===== config.mk =====
export PLATFORM = sky130hd
export DESIGN_NAME = avg_nearest_stream
export DESIGN_NICKNAME = d
export VERILOG_FILES = /design/src/rtl/avg_nearest_stream.sv
export SDC_FILE = /design/constraint.sdc
export NUM_CORES = 1
export LEC_CHECK = 0
export CORE_UTILIZATION = 40
export DETAILED_ROUTE_END_ITERATION = 12
export GPL_TIMING_DRIVEN = 0
export SLEW_MARGIN = 20
export SYNTH_ARGS = -nofsm -noshare
export SYNTH_HDL_FRONTEND = slang
export SYNTH_SLANG_ARGS = --single-unit

===== constraint.sdc =====
create_clock -name clk -period 15.59 [get_ports clk]
set_input_delay 3.118 -clock clk [delete_from_list [all_inputs] [get_ports clk]]
set_output_delay 3.118 -clock clk [all_outputs]
set_load 0.02 [all_outputs]

===== src/rtl/avg_nearest_stream.sv =====
// avg_nearest_stream: sliding-window filter returning the window entry nearest
// to floor(window sum / DEPTH). Samples are accepted only while idle; each
// accept that leaves the window full starts a restoring divide followed by a
// sequential nearest-entry scan.
// Ports:
//   clk, reset              clock (rising edge), asynchronous active-high reset
//   in_valid/in_ready/in_data    sample input handshake
//   out_valid/out_ready          result output handshake
//   out_data                     window entry nearest the mean
//   out_avg                      floor(window sum / DEPTH)
//   primed                       window has been filled since reset
module avg_nearest_stream #(
  parameter int unsigned WIDTH   = 16,
  parameter int unsigned DEPTH   = 12,
  parameter bit          TIE_LOW = 1'b1
) (
  input  logic             clk,
  input  logic             reset,
  input  logic             in_valid,
  output logic             in_ready,
  input  logic [WIDTH-1:0] in_data,
  output logic             out_valid,
  input  logic             out_ready,
  output logic [WIDTH-1:0] out_data,
  output logic [WIDTH-1:0] out_avg,
  output logic             primed
);

  localparam int unsigned SUMW = WIDTH + $clog2(DEPTH + 1);
  localparam int unsigned PW   = $clog2(DEPTH);
  localparam int unsigned CW   = $clog2(DEPTH + 1);
  localparam int unsigned DCW  = $clog2(SUMW + 1);
  localparam int unsigned RW   = $clog2(DEPTH) + 1;
  localparam int unsigned TW   = RW + 1;

  typedef enum logic [1:0] {S_IDLE, S_DIV, S_SCAN, S_OUT} state_t;

  state_t            state, state_nxt;
  logic [WIDTH-1:0]  win [DEPTH];
  logic [PW-1:0]     wr_ptr, scan_ptr;
  logic [CW-1:0]     fill, scan_cnt;
  logic [SUMW-1:0]   sum, sum_nxt;
  logic [DCW-1:0]    div_cnt;
  logic [RW-1:0]     rem, rem_nxt;
  logic [SUMW-1:0]   quo, quo_nxt;
  logic [WIDTH-1:0]  avg, best, best_dist;
  logic [WIDTH-1:0]  scan_x, scan_dist;
  logic [TW-1:0]     trial;
  logic              accept, full_after, qbit, take;

  // Accept qualification and running-sum update
  always_comb begin
    accept     = in_valid & in_ready;
    full_after = (fill >= CW'(DEPTH - 1));
    sum_nxt    = sum + SUMW'(in_data) - SUMW'(win[wr_ptr]);
  end

  // One restoring-division step: shift the next dividend bit into the remainder
  always_comb begin
    trial   = {rem, quo[SUMW-1]};
    qbit    = 1'b0;
    rem_nxt = trial[RW-1:0];
    if (trial >= TW'(DEPTH)) begin
      qbit    = 1'b1;
      rem_nxt = RW'(trial - TW'(DEPTH));
    end
    quo_nxt = {quo[SUMW-2:0], qbit};
  end

  // Scan candidate compare; on equal distance prefer the configured side of the mean
  always_comb begin
    scan_x    = win[scan_ptr];
    scan_dist = (avg >= scan_x) ? (avg - scan_x) : (scan_x - avg);
    take      = (scan_cnt == '0) || (scan_dist < best_dist) ||
                ((scan_dist == best_dist) && (scan_x != best) &&
                 (TIE_LOW ? (scan_x < avg) : (scan_x > avg)));
  end

  // Next-state logic
  always_comb begin
    state_nxt = state;
    case (state)
      S_IDLE: if (accept && full_after)                state_nxt = S_DIV;
      S_DIV:  if (div_cnt == DCW'(SUMW - 1))           state_nxt = S_SCAN;
      S_SCAN: if (scan_cnt == CW'(DEPTH - 1))          state_nxt = S_OUT;
      S_OUT:  if (out_valid && out_ready)              state_nxt = S_IDLE;
      default:                                         state_nxt = S_IDLE;
    endcase
  end

  // State register; in_ready tracks the upcoming state so it is low in reset
  always_ff @(posedge clk or posedge reset) begin
    if (reset) begin
      state    <= S_IDLE;
      in_ready <= 1'b0;
    end else begin
      state    <= state_nxt;
      in_ready <= (state_nxt == S_IDLE);
    end
  end

  // Window, running sum, fill tracking
  always_ff @(posedge clk or posedge reset) begin
    if (reset) begin
      for (int i = 0; i < DEPTH; i++) win[i] <= '0;
      wr_ptr <= '0;
      fill   <= '0;
      sum    <= '0;
      primed <= 1'b0;
    end else if (accept) begin
      win[wr_ptr] <= in_data;
      sum         <= sum_nxt;
      wr_ptr      <= (wr_ptr == PW'(DEPTH - 1)) ? '0 : wr_ptr + PW'(1);
      if (fill != CW'(DEPTH)) fill <= fill + CW'(1);
      if (full_after) primed <= 1'b1;
    end
  end

  // Divide, scan and result registers
  always_ff @(posedge clk or posedge reset) begin
    if (reset) begin
      div_cnt   <= '0;
      rem       <= '0;
      quo       <= '0;
      avg       <= '0;
      scan_ptr  <= '0;
      scan_cnt  <= '0;
      best      <= '0;
      best_dist <= '0;
      out_valid <= 1'b0;
      out_data  <= '0;
      out_avg   <= '0;
    end else begin
      case (state)
        S_IDLE: begin
          // Dividend is the sum including the sample accepted on this edge
          quo     <= sum_nxt;
          rem     <= '0;
          div_cnt <= '0;
        end
        S_DIV: begin
          rem      <= rem_nxt;
          quo      <= quo_nxt;
          div_cnt  <= div_cnt + DCW'(1);
          avg      <= quo_nxt[WIDTH-1:0];
          scan_ptr <= wr_ptr;
          scan_cnt <= '0;
        end
        S_SCAN: begin
          if (take) begin
            best      <= scan_x;
            best_dist <= scan_dist;
          end
          scan_ptr <= (scan_ptr == PW'(DEPTH - 1)) ? '0 : scan_ptr + PW'(1);
          scan_cnt <= scan_cnt + CW'(1);
        end
        S_OUT: begin
          if (!out_valid) begin
            out_valid <= 1'b1;
            out_data  <= best;
            out_avg   <= avg;
          end else if (out_ready) begin
            out_valid <= 1'b0;
          end
        end
        default: ;
      endcase
    end
  end

endmodule

After elaboration in Yosys (flattened, before gate mapping):

Index checks and enable logic that the tools add are counted.

* bitwise operators: 4
* multiplexer cells: 26
* add/sub/neg operators: 10
* $lt $le $gt $ge: 8
* reduce and logical (&&, ||, !) cells: 16
* equal/unequal tests: 10

Operator list (count)
* $bwmux W192: 1
* $bmux W16 S4: 2
* $mux W16: 6
* $demux W16 S4: 1
* $pmux W20 S2: 1
* $lt A16 B16 Y1: 2
* $sub A16 B16 Y16: 2
* $add A20 B16 Y20: 1
* $pmux W5 S2: 2
* $sub A20 B16 Y20: 1
* $add A4 B1 Y4 const B: 4
* $eq A16 B16 Y1: 1
* $ge A16 B16 Y1: 1
* $ne A16 B16 Y1: 1
* $pmux W4 S2: 2
* $eq A4 B4 Y1 const B: 3
* $ge A5 B5 Y1 const B: 2
* $not A4 Y5: 2
* $mux W2: 4
* $mux W4: 2
* $pmux W2 S4: 1
* $reduce_and A2 Y1: 4
* $ge A6 B4 Y1 const B: 1
* $add A5 B1 Y5 const B: 1
* 16 further kinds: 26

* register bits after elaboration: 343
* input bits: 20
* output and inout port bits: 35

Depth between registers and ports, before layout:

* depth in word-level cells: 11
* depth in mapped cells: 28
* depth with buffers taken out: 23

Worst setup path after synthesis:

No wires, ideal clock.

* path kind: input to register
* from: input port in_data[1]
* to: register quo[17]
* data required time: 15453 ps
* library setup time: 137 ps
* path slack: 9642 ps
* stages on the path: 13
* arrival time: 5811 ps
* path through: inv_1 fa_1 inv_1 ha_1 a211oi_1 o211ai_1 a41oi_1 o21ai_0 a31oi_1 o21ai_0 xor2_1 a211oi_1 a21oi_1

* word-level cells in the longest chain between the ends: 3

Ends and longest elaborated chain
* start, declared: RTL line 21 `input logic [WIDTH-1:0] in_data,`
* $add A20 B16 Y20: RTL line 55 `sum_nxt = sum + SUMW'(in_data) - SUMW'(win[wr_ptr]);`
* $sub A20 B16 Y20: RTL line 55
* $pmux W20 S2: RTL line 134 `case (state)`
* end signal, assigned: RTL line 137 `quo <= sum_nxt;`
* end signal, assigned: RTL line 143 `quo <= quo_nxt;`
* end, declared: RTL line 45 `logic [SUMW-1:0] quo, quo_nxt;`

No other way between the ends.
A chain may end at the register's enable or synchronous reset.

Final worst setup path:

* from: register scan_ptr[1]
* to: register best[12]

* word-level cells in the longest chain between the ends: 11
* elaborated cells on any way between the ends: 17
* classes of those cells: add/sub: 2; order compare: 3; eq/ne: 2; mux: 4; bitwise: 1; reduce/logical: 5

Ends and longest elaborated chain
* start, declared: RTL line 40 `logic [PW-1:0] wr_ptr, scan_ptr;`
* start signal, assigned: RTL line 146 `scan_ptr <= wr_ptr;`
* start signal, assigned: RTL line 154 `scan_ptr <= (scan_ptr == PW'(DEPTH - 1)) ? '0 : scan_ptr + PW'(1);`
* $not A4 Y5 (implied by the code) *: RTL line 72 `scan_x = win[scan_ptr];`
* $bmux W16 S4 *: RTL line 72
* $mux W16 (implied by the code) * (2 in a row): RTL line 72
* net scan_x[10]: RTL line 47 `logic [WIDTH-1:0] scan_x, scan_dist;`
* $sub A16 B16 Y16 or $ge A16 B16 Y1 (tied branches): RTL line 73 `scan_dist = (avg >= scan_x) ? (avg - scan_x) : (scan_x - avg);`
* $mux W16 *: RTL line 73
* net scan_dist[11]: RTL line 47
* parallel branches: the longest is 3 deep, another holds $lt A16 B16 Y1
* $logic_or A1 B1 Y1 *: RTL line 74 `take = (scan_cnt == '0) || (scan_dist < best_dist) ||`
* $reduce_and A2 Y1 (no source line) *
* end signal, assigned: RTL line 151 `best <= scan_x;`
* end, declared: RTL line 46 `logic [WIDTH-1:0] avg, best, best_dist;`

Mark *: on every way through the listed nets, which the timed path passes. The select of a mux whose other input is x is not followed.

==> metrics.md <==
| Metric | Value |
|---|---|
| Status | completed |
| Layout cell share with drive strength beyond 1 | 0.200 |
| First-pass GRT wire length | 90,500 µm |
| Starting Density | 0.407 |
| Die height | roughly 230 µm |
| Max Clk Rate | 137 MHz |
| Finished Cell Area | 0.0227 mm² |
| Placer Congestion | between 0.9 and 1 |
| Remaining Overflow, GRT | 0 |
| Pin count of the biggest net entering global routing | ~110 |
| CP max-delay cell | o31ai_1 |
| Postcts setup bufs | 0 |
| Clk Latency, worst-skew pair | 0.57 ns |
| Hold WC Path Type | flop to flop |
| CTS Buffer Depth | 3 |
| Synth warn | 0 |
| EDFF count, synth | 0 |
| WHS Path Cells | 1 |
| RSZ-0062 raised after global routing | no |
| Root Driver | clkbuf_16 |
| Critical Path AT | 7.71 ns |
| Crit-path cells | buf_6 -> nand2b_1 -> buf_2 -> o22ai_1 -> o31ai_1 -> ha_1 -> clkbuf_1 -> nand4_1 -> a21oi_1 -> o31ai_1 -> a21oi_1 -> buf_2 -> mux2i_1 -> xnor2_1 -> ha_1 -> and4_1 -> or3b_2 -> a211o_1 -> o21ai_2 -> buf_6 -> mux2_2 |
| Via density | 5.71 |
| CTS tree | done |
| Async set or reset register ratio after synthesis | 1.00 |
| Clock Skew | 0.0314 ns |
| WL final | 58,200 µm |
| Drt first pass iters | 7 |
| Net count, final | between 2,000 and 2,500 |
| Max cap viols | 0 |
| Die area | 0.0509 mm² |
| Core ar. | about 0.049 mm² |
| Final setup vio count | 0 |
| Drt initial violations | roughly 1,300 |
| CP max FO | 10 |
| Main combinational cell family by area after synthesis | multiplexers |
| Remaining antenna violation count | 0 |
| Worst reg-to-reg setup slack | roughly 8.3 ns |
| Rows | slightly above 80 |
| Drt wl/cell | 22.6 µm |
| Hold Vio Cnt, Final | 0 |
| Placed cell areas | 0.0215 mm² |
| Cts bufs inserted | 39 |
| R2R depth | 21 |
| Input/output buffers | 54 |
| Worst Setup Start Kind | flop |
| Post-synthesis sequential area ratio | 0.430 |
| Most common cell after layout, fill and taps aside | dfrtp_1 |
| Via Count | 14,700 |
| Syn Nets | 1,901 |
| Initial antenna violation count | 1 |
| Layout area overhead | 13.7% |
| Most frequent cells in the layout | dfrtp_1 (343), mux2_2 (175), o21ai_0 (169) |
| HPWL Detailed | about 42,000 µm |
| Hold_buf cts | 0 |
| H-tree depth | 2 |
| Avg Inst Size Synth | 11.2 µm² |
| Worst path max stage delay | 0.94 ns |
| Synth Area in Compound Gates | 0.109 |
| Die X | between 200 and 250 µm |
| Adder-Cell Fraction of Synth Area | 0.0700 |
| Clock sinks | about 340 |
| Ports | 55 |
| Vias in the first global route | about 15,000 |
| Ant diodes | 0 |
| Worst-Margin Slew | 1.16 ns |
| Synth Area in Simple Gates | 0.0728 |
| Core Util, Final | 0.462 |
| # DRC | 0 |
| GR Util All Layers | 0.236 |
| Max Slew Vio Count | 0 |
| Worst setup path class | flop to flop |
| Cts repair resizes | 0 |
| CP required | 16.02 ns |
| Count of cell types in the netlist | 68 |
| Yosys reg bits | 343 |
| Final period util | 0.467 |
| Post-Synth XOR/XNOR Area | 0.0241 |
| Worst-path clk slew | 0.06 ns |
| Mux share of post-synthesis cell area | 0.239 |
| Max-slew headroom | 0.219 |
| Mapped cell area | ~0.02 mm² |
| Setup crit end kind | flop |
| Primary FF master, synth | dfrtp_1 |
| Min Tclk post-route | roughly 7.3 ns |
| Cell count after synthesis | between 1,500 and 2,000 |
## critical path, delay by kind of cell (launching register included)
family                     cells  cell delay [ns]
AOI/OAI and AO/OA              7             2.67
buffers and inverters          5             1.53
and+or+nand+nor                4             1.04
muxes                          2             0.65
DFF                            1             0.58
adders and majority gates      2             0.53
xor gates and xnor gates       1             0.13
## flip-flops by register name, indices dropped and copies added, names as in the netlist
register,count
out_data,16
avg,16
out_valid,1
state,2
wr_ptr,4
quo,20
fill,4
scan_ptr,4
sum,20
in_ready,1
rem,5
best,16
primed,1
win,192
best_dist,16
scan_cnt,4
out_avg,16
div_cnt,5
## metal layers
metal / GRT usage / vias up / wire length, µm
li1: - / 6545 / -
met1: 0.305 / 7429 / 24200
met2: 0.384 / 551 / 27400
met3: 0.0533 / 142 / 4500
met4: 0.0933 / 2 / 2110
met5: 0 / - / 9
## cell families after synthesis
logic type | after synthesis
compound gates | 366
flops | 343
fa+ha+maj | 101
xor+xnor | 55
mux | 334
simple gates | 314
buf+inv | 267
## synthesized netlist by cell type, types with 3 or more instances
master	number	area [µm²]
o211ai_1	7	52.6
nand3_1	38	190
mux4_2	77	1730
a221oi_1	5	43.8
o21bai_1	5	37.5
and3_1	5	31.3
nand4_1	13	81.3
buf_1	9	33.8
a21oi_1	61	305
buf_4	4	30.0
mux2_2	175	1970
clkbuf_1	74	278
o31ai_1	9	67.6
a2111oi_0	3	26.3
a21boi_0	3	22.5
o21ai_0	171	856
nor2b_1	17	106
a31oi_1	9	56.3
xor2_1	10	87.6
buf_2	7	35.0
dfrtp_1	343	8580
inv_1	162	608
mux2i_1	48	480
buf_6	10	113
mux4_1	7	184
ha_1	83	1040
a211oi_1	11	82.6
nor2_1	40	150
mux2_4	26	390
nand3b_1	3	22.5
nor3_1	9	45.0
a21o_1	23	173
nand2b_1	17	106
fa_1	18	360
nor3b_1	6	45.0
nand2_1	153	574
o22ai_1	28	175
o21a_1	5	37.5
xnor2_1	45	394
## worst paths after layout
check                                end        start
worst max-delay path            best[12]  scan_ptr[1]
worst min-delay path              primed       primed
min in group asynchronous        best[9]        reset
worst min register to register    primed       primed
worst max register to register  best[12]  scan_ptr[1]
max in group asynchronous         avg[1]        reset
## area by class of cell
cell class,instances,area [µm²]
buffer,105,507
timing repair buffer,61,653
sequential,343,8580
clock inverter,10,115
inverter,162,616
tap,664,831
fill,4549,26400
clock buffer,54,1100
multi-input combinational,1170,10300
## through the flow
stage,setup WS [ns],hold WS (ns),std cells,TNS [ns]
after global routing,7.94,0.499,2569,0
after CTS,8.35,0.475,2569,0
after floorplan,2.96,0.445,1780,0
after global placement,-1.30,0.459,2498,-437.30
final,8.31,0.467,2569,0
after detailed placement,8.36,0.457,2505,0
Power is not shown: default switching activity piles up to over one toggle a cycle in this logic, so the estimate is an artifact.
